`config.mk`:
```
export PLATFORM = sky130hd
export DESIGN_NAME = rv32_decode_stage
export DESIGN_NICKNAME = d
export VERILOG_FILES = /design/src/rtl/rv32_decode_stage.sv
export SDC_FILE = /design/constraint.sdc
export NUM_CORES = 1
export LEC_CHECK = 0
export ABC_CLOCK_PERIOD_IN_PS = 6800
export BUFFER_PORTS_ARGS = -buffer_cell sky130_fd_sc_hd__buf_2
export CAP_MARGIN = 40
export CORE_MARGIN = 1.5
export CORE_UTILIZATION = 55
export CTS_CLUSTER_DIAMETER = 30
export DETAILED_ROUTE_END_ITERATION = 6
export GPL_ROUTABILITY_DRIVEN = 0
export PLACE_DENSITY = 0.79
export SKIP_LAST_GASP = 1
export SYNTH_ARGS = -nofsm -noshare
export SYNTH_HDL_FRONTEND = slang
export SYNTH_SLANG_ARGS = --single-unit
```
`constraint.sdc`:
```
create_clock -name clk -period 6.8 [get_ports clk]
set_clock_uncertainty 0.2 [all_clocks]
set_input_delay 0.68 -clock clk [delete_from_list [all_inputs] [get_ports clk]]
set_output_delay 0.68 -clock clk [all_outputs]
set_load 0.01 [all_outputs]
```
`src/rtl/rv32_decode_stage.sv`:
```
// RV32I (+ optional RV32M) decode stage with a two-entry skid buffer for the barrel pito core.
// Define RV32_DEC_TRAP_CNT_EN to add per-hart 16-bit saturating trap counters on port trap_cnt.
module rv32_decode_stage #(
  parameter int NUM_HARTS = 8,
  parameter int M_EXT     = 0,
  parameter int PC_W      = 32,
  localparam int HART_W   = (NUM_HARTS > 1) ? $clog2(NUM_HARTS) : 1
) (
  input  logic              clk,
  input  logic              rst,
  input  logic              flush,
  input  logic              in_valid,
  output logic              in_ready,
  input  logic [31:0]       in_instr,
  input  logic [PC_W-1:0]   in_pc,
  input  logic [HART_W-1:0] in_hart,
  output logic              out_valid,
  input  logic              out_ready,
  output logic [5:0]        out_opcode,
  output logic [2:0]        out_type,
  output logic [3:0]        out_alu_op,
  output logic [4:0]        out_rs1,
  output logic [4:0]        out_rs2,
  output logic [4:0]        out_rd,
  output logic [31:0]       out_imm,
  output logic [4:0]        out_shamt,
  output logic [11:0]       out_csr,
  output logic [4:0]        out_zimm,
  output logic [3:0]        out_fence_pred,
  output logic [3:0]        out_fence_succ,
  output logic              out_muldiv,
  output logic              out_trap,
  output logic [PC_W-1:0]   out_pc,
  output logic [HART_W-1:0] out_hart
`ifdef RV32_DEC_TRAP_CNT_EN
  ,
  output logic [NUM_HARTS*16-1:0] trap_cnt
`endif
);

  // Zero encodings are the "nothing decoded" values so a cleared register reads as such.
  typedef enum logic [5:0] {
    RV32_UNKNOWN, RV32_LUI, RV32_AUIPC, RV32_JAL, RV32_JALR,
    RV32_BEQ, RV32_BNE, RV32_BLT, RV32_BGE, RV32_BLTU, RV32_BGEU,
    RV32_LB, RV32_LH, RV32_LW, RV32_LBU, RV32_LHU,
    RV32_SB, RV32_SH, RV32_SW,
    RV32_ADDI, RV32_SLTI, RV32_SLTIU, RV32_XORI, RV32_ORI, RV32_ANDI,
    RV32_SLLI, RV32_SRLI, RV32_SRAI,
    RV32_ADD, RV32_SUB, RV32_SLL, RV32_SLT, RV32_SLTU, RV32_XOR,
    RV32_SRL, RV32_SRA, RV32_OR, RV32_AND,
    RV32_FENCE, RV32_FENCE_I, RV32_ECALL, RV32_EBREAK,
    RV32_CSRRW, RV32_CSRRS, RV32_CSRRC, RV32_CSRRWI, RV32_CSRRSI, RV32_CSRRCI,
    RV32_NOP,
    RV32_MUL, RV32_MULH, RV32_MULHSU, RV32_MULHU,
    RV32_DIV, RV32_DIVU, RV32_REM, RV32_REMU
  } rv32_opcode_enum_t;

  typedef enum logic [2:0] {
    RV32_TYPE_UNKNOWN, RV32_TYPE_R, RV32_TYPE_I, RV32_TYPE_S,
    RV32_TYPE_B, RV32_TYPE_U, RV32_TYPE_J, RV32_TYPE_NOP
  } rv32_type_enum_t;

  typedef enum logic [3:0] {
    ALU_NOP, ALU_ADD, ALU_SUB, ALU_SLL, ALU_SLT, ALU_SLTU,
    ALU_XOR, ALU_SRL, ALU_SRA, ALU_OR, ALU_AND
  } rv32_alu_op_t;

  typedef struct packed {
    rv32_opcode_enum_t opcode;
    rv32_type_enum_t   typ;
    rv32_alu_op_t      alu_op;
    logic [4:0]        rs1;
    logic [4:0]        rs2;
    logic [4:0]        rd;
    logic [31:0]       imm;
    logic [4:0]        shamt;
    logic [11:0]       csr;
    logic [4:0]        zimm;
    logic [3:0]        pred;
    logic [3:0]        succ;
    logic              muldiv;
    logic              trap;
    logic [PC_W-1:0]   pc;
    logic [HART_W-1:0] hart;
  } bundle_t;

  logic [6:0]        w_major;
  logic [2:0]        w_f3;
  logic [6:0]        w_f7;
  rv32_opcode_enum_t w_opc;
  rv32_type_enum_t   w_typ;
  rv32_alu_op_t      w_alu;
  logic              w_muldiv;
  logic [31:0]       w_imm;
  bundle_t           w_dec;

  assign w_major = in_instr[6:0];
  assign w_f3    = in_instr[14:12];
  assign w_f7    = in_instr[31:25];

  // Format follows the major opcode; a bad minor field only makes the opcode unknown.
  always_comb begin
    w_opc    = RV32_UNKNOWN;
    w_typ    = RV32_TYPE_UNKNOWN;
    w_alu    = ALU_NOP;
    w_muldiv = 1'b0;
    case (w_major)
      7'b0110111: begin w_typ = RV32_TYPE_U; w_opc = RV32_LUI;   w_alu = ALU_ADD; end
      7'b0010111: begin w_typ = RV32_TYPE_U; w_opc = RV32_AUIPC; w_alu = ALU_ADD; end
      7'b1101111: begin w_typ = RV32_TYPE_J; w_opc = RV32_JAL;   w_alu = ALU_ADD; end
      7'b1100111: begin
        w_typ = RV32_TYPE_I;
        if (w_f3 == 3'b000) begin w_opc = RV32_JALR; w_alu = ALU_ADD; end
      end
      7'b1100011: begin
        w_typ = RV32_TYPE_B;
        case (w_f3)
          3'b000:  begin w_opc = RV32_BEQ;  w_alu = ALU_SUB;  end
          3'b001:  begin w_opc = RV32_BNE;  w_alu = ALU_SUB;  end
          3'b100:  begin w_opc = RV32_BLT;  w_alu = ALU_SLT;  end
          3'b101:  begin w_opc = RV32_BGE;  w_alu = ALU_SLT;  end
          3'b110:  begin w_opc = RV32_BLTU; w_alu = ALU_SLTU; end
          3'b111:  begin w_opc = RV32_BGEU; w_alu = ALU_SLTU; end
          default: ;
        endcase
      end
      7'b0000011: begin
        w_typ = RV32_TYPE_I;
        w_alu = ALU_ADD;
        case (w_f3)
          3'b000:  w_opc = RV32_LB;
          3'b001:  w_opc = RV32_LH;
          3'b010:  w_opc = RV32_LW;
          3'b100:  w_opc = RV32_LBU;
          3'b101:  w_opc = RV32_LHU;
          default: w_alu = ALU_NOP;
        endcase
      end
      7'b0100011: begin
        w_typ = RV32_TYPE_S;
        w_alu = ALU_ADD;
        case (w_f3)
          3'b000:  w_opc = RV32_SB;
          3'b001:  w_opc = RV32_SH;
          3'b010:  w_opc = RV32_SW;
          default: w_alu = ALU_NOP;
        endcase
      end
      7'b0010011: begin
        w_typ = RV32_TYPE_I;
        if (in_instr[31:7] == 25'd0) begin
          w_typ = RV32_TYPE_NOP;
          w_opc = RV32_NOP;
        end else begin
          case (w_f3)
            3'b000: begin w_opc = RV32_ADDI;  w_alu = ALU_ADD;  end
            3'b010: begin w_opc = RV32_SLTI;  w_alu = ALU_SLT;  end
            3'b011: begin w_opc = RV32_SLTIU; w_alu = ALU_SLTU; end
            3'b100: begin w_opc = RV32_XORI;  w_alu = ALU_XOR;  end
            3'b110: begin w_opc = RV32_ORI;   w_alu = ALU_OR;   end
            3'b111: begin w_opc = RV32_ANDI;  w_alu = ALU_AND;  end
            3'b001: if (w_f7 == 7'b0000000) begin w_opc = RV32_SLLI; w_alu = ALU_SLL; end
            default: begin
              if (w_f7 == 7'b0000000)      begin w_opc = RV32_SRLI; w_alu = ALU_SRL; end
              else if (w_f7 == 7'b0100000) begin w_opc = RV32_SRAI; w_alu = ALU_SRA; end
            end
          endcase
        end
      end
      7'b0110011: begin
        w_typ = RV32_TYPE_R;
        if (w_f7 == 7'b0000000) begin
          case (w_f3)
            3'b000:  begin w_opc = RV32_ADD;  w_alu = ALU_ADD;  end
            3'b001:  begin w_opc = RV32_SLL;  w_alu = ALU_SLL;  end
            3'b010:  begin w_opc = RV32_SLT;  w_alu = ALU_SLT;  end
            3'b011:  begin w_opc = RV32_SLTU; w_alu = ALU_SLTU; end
            3'b100:  begin w_opc = RV32_XOR;  w_alu = ALU_XOR;  end
            3'b101:  begin w_opc = RV32_SRL;  w_alu = ALU_SRL;  end
            3'b110:  begin w_opc = RV32_OR;   w_alu = ALU_OR;   end
            default: begin w_opc = RV32_AND;  w_alu = ALU_AND;  end
          endcase
        end else if (w_f7 == 7'b0100000) begin
          if (w_f3 == 3'b000)      begin w_opc = RV32_SUB; w_alu = ALU_SUB; end
          else if (w_f3 == 3'b101) begin w_opc = RV32_SRA; w_alu = ALU_SRA; end
        end else if (w_f7 == 7'b0000001 && M_EXT != 0) begin
          w_muldiv = 1'b1;
          case (w_f3)
            3'b000:  w_opc = RV32_MUL;
            3'b001:  w_opc = RV32_MULH;
            3'b010:  w_opc = RV32_MULHSU;
            3'b011:  w_opc = RV32_MULHU;
            3'b100:  w_opc = RV32_DIV;
            3'b101:  w_opc = RV32_DIVU;
            3'b110:  w_opc = RV32_REM;
            default: w_opc = RV32_REMU;
          endcase
        end
      end
      7'b0001111: begin
        w_typ = RV32_TYPE_I;
        if (w_f3 == 3'b000 && in_instr[31:28] == 4'd0 && in_instr[19:15] == 5'd0 &&
            in_instr[11:7] == 5'd0)
          w_opc = RV32_FENCE;
        else if (w_f3 == 3'b001 && in_instr[31:15] == 17'd0 && in_instr[11:7] == 5'd0)
          w_opc = RV32_FENCE_I;
      end
      7'b1110011: begin
        w_typ = RV32_TYPE_I;
        case (w_f3)
          3'b000: begin
            if (in_instr == 32'h0000_0073)      w_opc = RV32_ECALL;
            else if (in_instr == 32'h0010_0073) w_opc = RV32_EBREAK;
          end
          3'b001:  w_opc = RV32_CSRRW;
          3'b010:  w_opc = RV32_CSRRS;
          3'b011:  w_opc = RV32_CSRRC;
          3'b101:  w_opc = RV32_CSRRWI;
          3'b110:  w_opc = RV32_CSRRSI;
          3'b111:  w_opc = RV32_CSRRCI;
          default: ;
        endcase
      end
      default: ;
    endcase
  end

  always_comb begin
    w_imm = 32'd0;
    case (w_typ)
      RV32_TYPE_I: w_imm = {{20{in_instr[31]}}, in_instr[31:20]};
      RV32_TYPE_S: w_imm = {{20{in_instr[31]}}, in_instr[31:25], in_instr[11:7]};
      RV32_TYPE_B: w_imm = {{19{in_instr[31]}}, in_instr[31], in_instr[7],
                            in_instr[30:25], in_instr[11:8], 1'b0};
      RV32_TYPE_U: w_imm = {in_instr[31:12], 12'd0};
      RV32_TYPE_J: w_imm = {{11{in_instr[31]}}, in_instr[31], in_instr[19:12],
                            in_instr[20], in_instr[30:21], 1'b0};
      default:     w_imm = 32'd0;
    endcase
  end

  always_comb begin
    w_dec        = '0;
    w_dec.opcode = w_opc;
    w_dec.typ    = w_typ;
    w_dec.alu_op = w_alu;
    w_dec.rs1    = in_instr[19:15];
    w_dec.rs2    = in_instr[24:20];
    w_dec.rd     = in_instr[11:7];
    w_dec.imm    = w_imm;
    w_dec.shamt  = in_instr[24:20];
    w_dec.csr    = in_instr[31:20];
    if (w_opc == RV32_CSRRWI || w_opc == RV32_CSRRSI || w_opc == RV32_CSRRCI)
      w_dec.zimm = in_instr[19:15];
    if (w_opc == RV32_FENCE) begin
      w_dec.pred = in_instr[27:24];
      w_dec.succ = in_instr[23:20];
    end
    w_dec.muldiv = w_muldiv;
    w_dec.trap   = (w_typ == RV32_TYPE_UNKNOWN) || (w_opc == RV32_UNKNOWN);
    w_dec.pc     = in_pc;
    w_dec.hart   = in_hart;
  end

  bundle_t r_m;
  bundle_t r_s;
  logic    r_m_valid;
  logic    r_s_valid;
  logic    r_in_ready;
  logic    w_accept;
  logic    w_m_free;

  assign w_accept = in_valid && r_in_ready && !flush;
  assign w_m_free = !r_m_valid || out_ready;

  // in_ready is low whenever S holds data, so an S->M move never coincides with an accept.
  always_ff @(posedge clk) begin
    if (rst) begin
      r_m        <= '0;
      r_s        <= '0;
      r_m_valid  <= 1'b0;
      r_s_valid  <= 1'b0;
      r_in_ready <= 1'b0;
    end else if (flush) begin
      r_m_valid  <= 1'b0;
      r_s_valid  <= 1'b0;
      r_in_ready <= 1'b1;
    end else if (w_m_free) begin
      r_in_ready <= 1'b1;
      if (r_s_valid) begin
        r_m       <= r_s;
        r_m_valid <= 1'b1;
        r_s_valid <= 1'b0;
      end else begin
        r_m_valid <= w_accept;
        if (w_accept) r_m <= w_dec;
      end
    end else if (w_accept) begin
      r_s        <= w_dec;
      r_s_valid  <= 1'b1;
      r_in_ready <= 1'b0;
    end
  end

  assign in_ready       = r_in_ready;
  assign out_valid      = r_m_valid;
  assign out_opcode     = r_m.opcode;
  assign out_type       = r_m.typ;
  assign out_alu_op     = r_m.alu_op;
  assign out_rs1        = r_m.rs1;
  assign out_rs2        = r_m.rs2;
  assign out_rd         = r_m.rd;
  assign out_imm        = r_m.imm;
  assign out_shamt      = r_m.shamt;
  assign out_csr        = r_m.csr;
  assign out_zimm       = r_m.zimm;
  assign out_fence_pred = r_m.pred;
  assign out_fence_succ = r_m.succ;
  assign out_muldiv     = r_m.muldiv;
  assign out_trap       = r_m.trap;
  assign out_pc         = r_m.pc;
  assign out_hart       = r_m.hart;

`ifdef RV32_DEC_TRAP_CNT_EN
  logic [15:0] r_trap_cnt [NUM_HARTS];

  always_ff @(posedge clk) begin
    if (rst) begin
      for (int h = 0; h < NUM_HARTS; h++) r_trap_cnt[h] <= 16'd0;
    end else if (r_m_valid && out_ready && r_m.trap &&
                 r_trap_cnt[r_m.hart] != 16'hFFFF) begin
      r_trap_cnt[r_m.hart] <= r_trap_cnt[r_m.hart] + 16'd1;
    end
  end

  for (genvar g = 0; g < NUM_HARTS; g++) begin : g_trap_cnt
    assign trap_cnt[g*16 +: 16] = r_trap_cnt[g];
  end
`endif

endmodule

```
# ---- Word-level counts from Yosys, hierarchy flattened
# Index checks and enable logic that the tools add are counted.
dict set report op_classes {
  n_bitwise 2
  muxes 46
  reduce_logical 36
  n_eq_ne 30
}
# op n
set ops {}
lappend ops {{127-bit 2-to-1 mux} 2}
lappend ops {{32-bit one-hot mux with 5 select lines} 1}
lappend ops {{4-bit one-hot mux with 7 select lines} 3}
lappend ops {{6-bit one-hot mux with 7 select lines} 2}
lappend ops {{6-bit one-hot mux with 11 select lines} 1}
lappend ops {{6-bit 2-to-1 mux} 9}
lappend ops {{5-bit one-hot mux with 7 select lines} 1}
lappend ops {{32-bit by 21-bit equality test with 1-bit output, second input constant} 1}
lappend ops {{32-bit by 7-bit equality test with 1-bit output, second input constant} 1}
lappend ops {{7-bit by 6-bit equality test with 1-bit output, second input constant} 4}
lappend ops {{7-bit equality test, second input constant} 4}
lappend ops {{4-bit 2-to-1 mux} 7}
lappend ops {{25-bit logical NOT} 1}
lappend ops {{6-bit equality test, second input constant} 4}
lappend ops {{4-bit one-hot mux with 6 select lines} 1}
lappend ops {{3-bit equality test, second input constant} 7}
lappend ops {{3-bit one-hot mux with 7 select lines} 1}
lappend ops {{5-bit 2-to-1 mux} 4}
lappend ops {{4-bit one-hot mux with 5 select lines} 1}
lappend ops {{17-bit logical NOT} 1}
lappend ops {{5-bit one-hot mux with 3 select lines} 1}
lappend ops {{7-bit by 5-bit equality test with 1-bit output, second input constant} 2}
lappend ops {{3-bit by 2-bit equality test with 1-bit output, second input constant} 4}
lappend ops {{5-bit logical NOT} 2}
lappend ops {{23 further kinds} 49}
dict set report totals {
  register_bits 251
  output_inout_bits 129
}

# ---- Logic depth before layout (Yosys ltp)
dict set report logic_depth {
  depth_word 12
  mapped_depth 11
}

# ---- Worst setup path after synthesis
# OpenSTA, ideal clock, no wires.
dict set report synth_timing {
  path_kind {input -> register}
  from {input in_instr[24]}
  to {register r_m, in the netlist out_zimm[0]}
  cell_stages 8
  arrival_ps 2903
  setup_ps 116
  slack_ps 3580
  cell_sequence {clkbuf_1 -> or4_1 -> nor4_4 -> nand2_2 -> a221o_1 -> a311oi_4 -> a21oi_2 -> a41o_1}
}
dict set report synth_via {
  elab_chain_cells 12
  elab_cells_between_ends 21
  classes_between {eq/ne: 5; mux: 10; reduce/logical: 6}
}
# element line
set synth_rtl {}
lappend synth_rtl {{start, declared} 14} ;# input logic [31:0] in_instr,
lappend synth_rtl {{parallel branches: the longest is 5 deep, another holds 32-bit by 21-bit equality test with 1-bit output} -}
lappend synth_rtl {{6-bit one-hot mux with 11 select lines *} 107} ;# case (w_major)
lappend synth_rtl {{6-bit equality test} 253} ;# if (w_opc == RV32_CSRRWI || w_opc == RV32_CSRRSI || w_opc == RV32_CSRRCI)
lappend synth_rtl {{1-bit logical OR} 253}
lappend synth_rtl {{1-bit logical OR *} 253}
lappend synth_rtl {{5-bit 2-to-1 mux *} 253}
lappend synth_rtl {{127-bit 2-to-1 mux *} 296} ;# if (w_accept) r_m <= w_dec;
lappend synth_rtl {{127-bit 2-to-1 mux *} 290} ;# if (r_s_valid) begin
lappend synth_rtl {{end signal, assigned} 291} ;# r_m <= r_s;
lappend synth_rtl {{end signal, assigned} 296}
lappend synth_rtl {{end, declared} 265} ;# bundle_t r_m;
# Mark *: on every way between the ends. The select of a mux whose other input is x is not followed.
# A chain may end at the register's enable or synchronous reset.

# ---- Worst setup path after layout
dict set report layout_timing {
  from {register r_s_valid}
  to {register r_m, in the netlist out_fence_succ[2]}
}
dict set report layout_via {
  elab_chain_cells 2
  elab_cells_between_ends 3
  classes_between {mux: 1; reduce/logical: 2}
}
# element line
set layout_rtl {}
lappend layout_rtl {{start, declared} 268} ;# logic r_s_valid;
lappend layout_rtl {{start signal, assigned} 282} ;# r_s_valid <= 1'b0;
lappend layout_rtl {{start signal, assigned} 286} ;# r_s_valid <= 1'b0;
lappend layout_rtl {{start signal, assigned} 293} ;# r_s_valid <= 1'b0;
lappend layout_rtl {{2-bit nonzero test (no line)} -}
lappend layout_rtl {{3-bit AND reduction (no line)} -}
# Parallel ways exist; a longest one is shown, timed or not.

==> impl_metrics.env <==
export IMPL_dpl_hpwl_um=19800
export IMPL_violations="design-rule violations"
export IMPL_grt_max_degree=111
export IMPL_tns_ns=0
export IMPL_pwr_share_comb_pct=6.4
export IMPL_die_area_sq_um=20300
export IMPL_root_buffer="clkbuf_16"
export IMPL_power_frac_seq_pct=36.9
export IMPL_drtIter0Drc=1107
export IMPL_grt_antenna_before_repair=1
export IMPL_yosys_cell_types_count=72
export IMPL_p_clk_share_pct=56.7
export IMPL_grt_pass1_wl_um=49900
export IMPL_syn_inst=1329
export IMPL_cts_tree="done"
export IMPL_p_int_w=0.00290
export IMPL_path_max_fanout=77
export IMPL_leakagePower_nw=5.05
export IMPL_syn_avg_cell_area_sq_um=8.05
export IMPL_grt_setup_unrepaired="no"
export IMPL_ys_async_sr_fraction_pct=0
export IMPL_yosysWarnings=0
export IMPL_synth_nets=1401
export IMPL_max_freq_ghz=0.289
export IMPL_utilization_pct=69.6
export IMPL_cts_buffers=44
export IMPL_dieHeight_um=143
export IMPL_min_period_ns=3.46
export IMPL_final_nets=1525
export IMPL_cts_hold_buf=0
export IMPL_initial_core_util_pct=56.7
export IMPL_layout_common_cells="dfxtp_1, nand2_1, buf_2, nor2_1, a21oi_1"
export IMPL_p_per_area_nw_per_um2=293
export IMPL_worst_pin_slew_ns=0.926
export IMPL_period_share_pct=50.8
export IMPL_worstPathArrival_ns=3.66
export IMPL_hold_ws_ns=0.173
export IMPL_worst_slew_margin_rel_pct=38.3
export IMPL_routedWlPerCell_um=18.2
export IMPL_ys_flop_type="dfxtp_1"
export IMPL_cp_cell_sequence="a21oi_1, nor2_1, and2_4, buf_4, o211ai_1, o21ai_0, nor2_1"
export IMPL_clk_path_buf_depth=3
export IMPL_layout_drive_gt1_share_pct=21.1
export IMPL_status="finished, violations left"
export IMPL_grt_pass1_vias=9665
export IMPL_io_pins=201
export IMPL_rows=50
export IMPL_first_pass_iters=7
export IMPL_worstSkewPairLatency_ns=0.53
export IMPL_switching_share_pct=24.5
export IMPL_crit_family="simple AND/OR/NAND/NOR gates"
export IMPL_worstSetupStartpointType="flop"
export IMPL_die_x_um=143
export IMPL_cts_resized=0
export IMPL_hold_path_class="in2reg"
export IMPL_portBuffers=199
export IMPL_crit_top_cell="nor2_1"
export IMPL_cp_slowest_stage_delay_ns=0.88
export IMPL_synth_area_sq_um=10700
export IMPL_htree_levels=2
export IMPL_num_vias=10601
export IMPL_critPathSlowestCell="dfxtp_4"
export IMPL_crit_buf_inv=1
export IMPL_num_fill_cells=1523
export IMPL_switching_power_w=0.000943
export IMPL_cts_clk_slew_worst_paths_ns=0.05
export IMPL_ant_nets=0
export IMPL_route_detailed_drc=3
export IMPL_crit_required_ns=7.00
export IMPL_peakVddDrop_v=0.000206
export IMPL_final_hold_viol_count=0
export IMPL_area_growth_pct=22.8
export IMPL_slew_viol_final=0
export IMPL_grt_ovfl_total=0
export IMPL_critical_path_class="reg2reg"
export IMPL_cts_sinks=235
export IMPL_routed_wl_um=31800
export IMPL_setup_viol=0
export IMPL_core_sq_um=18900
export IMPL_max_cap_viol_count=0
export IMPL_grt_util_all_layers_pct=30.4
export IMPL_dp_cells=1667
export IMPL_layout_commonest_cell="dfxtp_1"
export IMPL_instances_no_fill=1749
export IMPL_synth_seq_cells=235
export IMPL_cts_setup_buffers=0
export IMPL_viasPerCell=6.06
export IMPL_synth_edf_count=0
export IMPL_endpoint_kind="flop"
export IMPL_synth_seq_area_share_pct=44.0
## power by group through the flow
stage / clock, W / combinational [W] / sequential [W]
finish: 0.00218 / 0.000247 / 0.00142
CTS: 0.00220 / 0.000243 / 0.00142
global route: 0.00227 / 0.000268 / 0.00142
detailed placement: 0 / 0.000242 / 0.00145
floorplan: 0 / 0.000139 / 0.00146
global placement: 0 / 0.000236 / 0.00145
## area by class of cell
class | count | area (sq um) | area share, %
diodes | 1 | 2.50 | 0.0190
repair buffers | 212 | 1120 | 8.52
inverters | 6 | 22.5 | 0.171
clock buffers | 56 | 1230 | 9.34
multi-input cells | 954 | 5460 | 41.5
well taps | 260 | 325 | 2.47
clock inverters | 25 | 284 | 2.16
flip-flops and latches | 235 | 4710 | 35.8
## path summary, 6_finish.rpt
check / start / endpoint / slack [ns] / depth (start not counted)
worst min register to register: out_imm[22]$_SDFFE_PP0P_ / out_imm[22]$_SDFFE_PP0P_ / 0.25 / 1
worst max register to register: r_s_valid$_SDFFE_PP0P_ / out_fence_succ[2]$_SDFFE_PP0P_ / 3.34 / 7
worst min-delay path: flush / out_valid$_SDFFE_PP0P_ / 0.17 / 2
worst max-delay path: r_s_valid$_SDFFE_PP0P_ / out_fence_succ[2]$_SDFFE_PP0P_ / 3.34 / 7
## synthesized netlist by cell type, drive strengths merged (6+ instances only)
| library cell | number | area, sq um |
|---|---|---|
| clkbuf | 104 | 390 |
| nor4 | 9 | 86.3 |
| a221oi | 11 | 96.3 |
| nand3 | 38 | 190 |
| buf | 30 | 155 |
| a31oi | 7 | 43.8 |
| a211oi | 102 | 783 |
| mux2i | 58 | 581 |
| a21o | 14 | 105 |
| nor2 | 140 | 526 |
| o211ai | 13 | 97.6 |
| a21oi | 136 | 688 |
| o21ai | 64 | 320 |
| a41o | 6 | 60.1 |
| dfxtp | 235 | 4700 |
| nand4 | 8 | 50.1 |
| a22o | 18 | 158 |
| nand2 | 225 | 847 |
| nor3 | 23 | 136 |
| nand2b | 6 | 37.5 |
## registers in the layout, summed over array words and instances (netlist names), 3 cells and up
register and count:
r_s 116, out_imm 32, out_pc 32, out_csr 8, out_opcode 6, out_rd 5, out_rs1 5, out_zimm 5
out_alu_op 4, out_fence_pred 4, out_fence_succ 4, out_rs2 4, out_hart 3, out_type 3
## per-layer routing
layer / track usage [%] / vias up / routed length [um]
met5: 0 / - / 0
met4: 13.3 / 0 / 1160
met3: 7.97 / 107 / 2940
met2: 47.6 / 547 / 14600
met1: 39.6 / 4964 / 13100
li1: - / 4983 / -
## worst reg2reg max path: cells and delay by family (launching register included)
| family | cells | cell delay [ns] |
|---|---|---|
| AOI/OAI and AO/OA | 3 | 0.58 |
| buffers and inverters | 1 | 0.75 |
| DFF | 1 | 0.88 |
| and+or+nand+nor | 3 | 0.93 |
## through the flow
step,worst slack [ns],total power (W),cell area [sq um]
5_1_grt,3.05,0.00396,13100
4_1_cts,3.31,0.00386,13100
3_3_place_gp,2.86,0.00168,11600
2_1_floorplan,3.58,0.00160,10700
3_5_place_dp,2.93,0.00169,11600
6_report,3.34,0.00385,13100
## kinds of logic (layout without fill, tap and decap cells)
group / Yosys count / count (layout) / share of synthesized area (%)
buf+inv: 140 / 299 / 5.31
mux: 58 / 58 / 5.42
flops: 235 / 235 / 44.0
simple gates: 489 / 489 / 20.2
other cells: 1 / 2 / 0.0350
compound gates: 404 / 404 / 24.9
xor+xnor: 2 / 2 / 0.164
No activity file was read; power rests on OpenSTA's default activity.
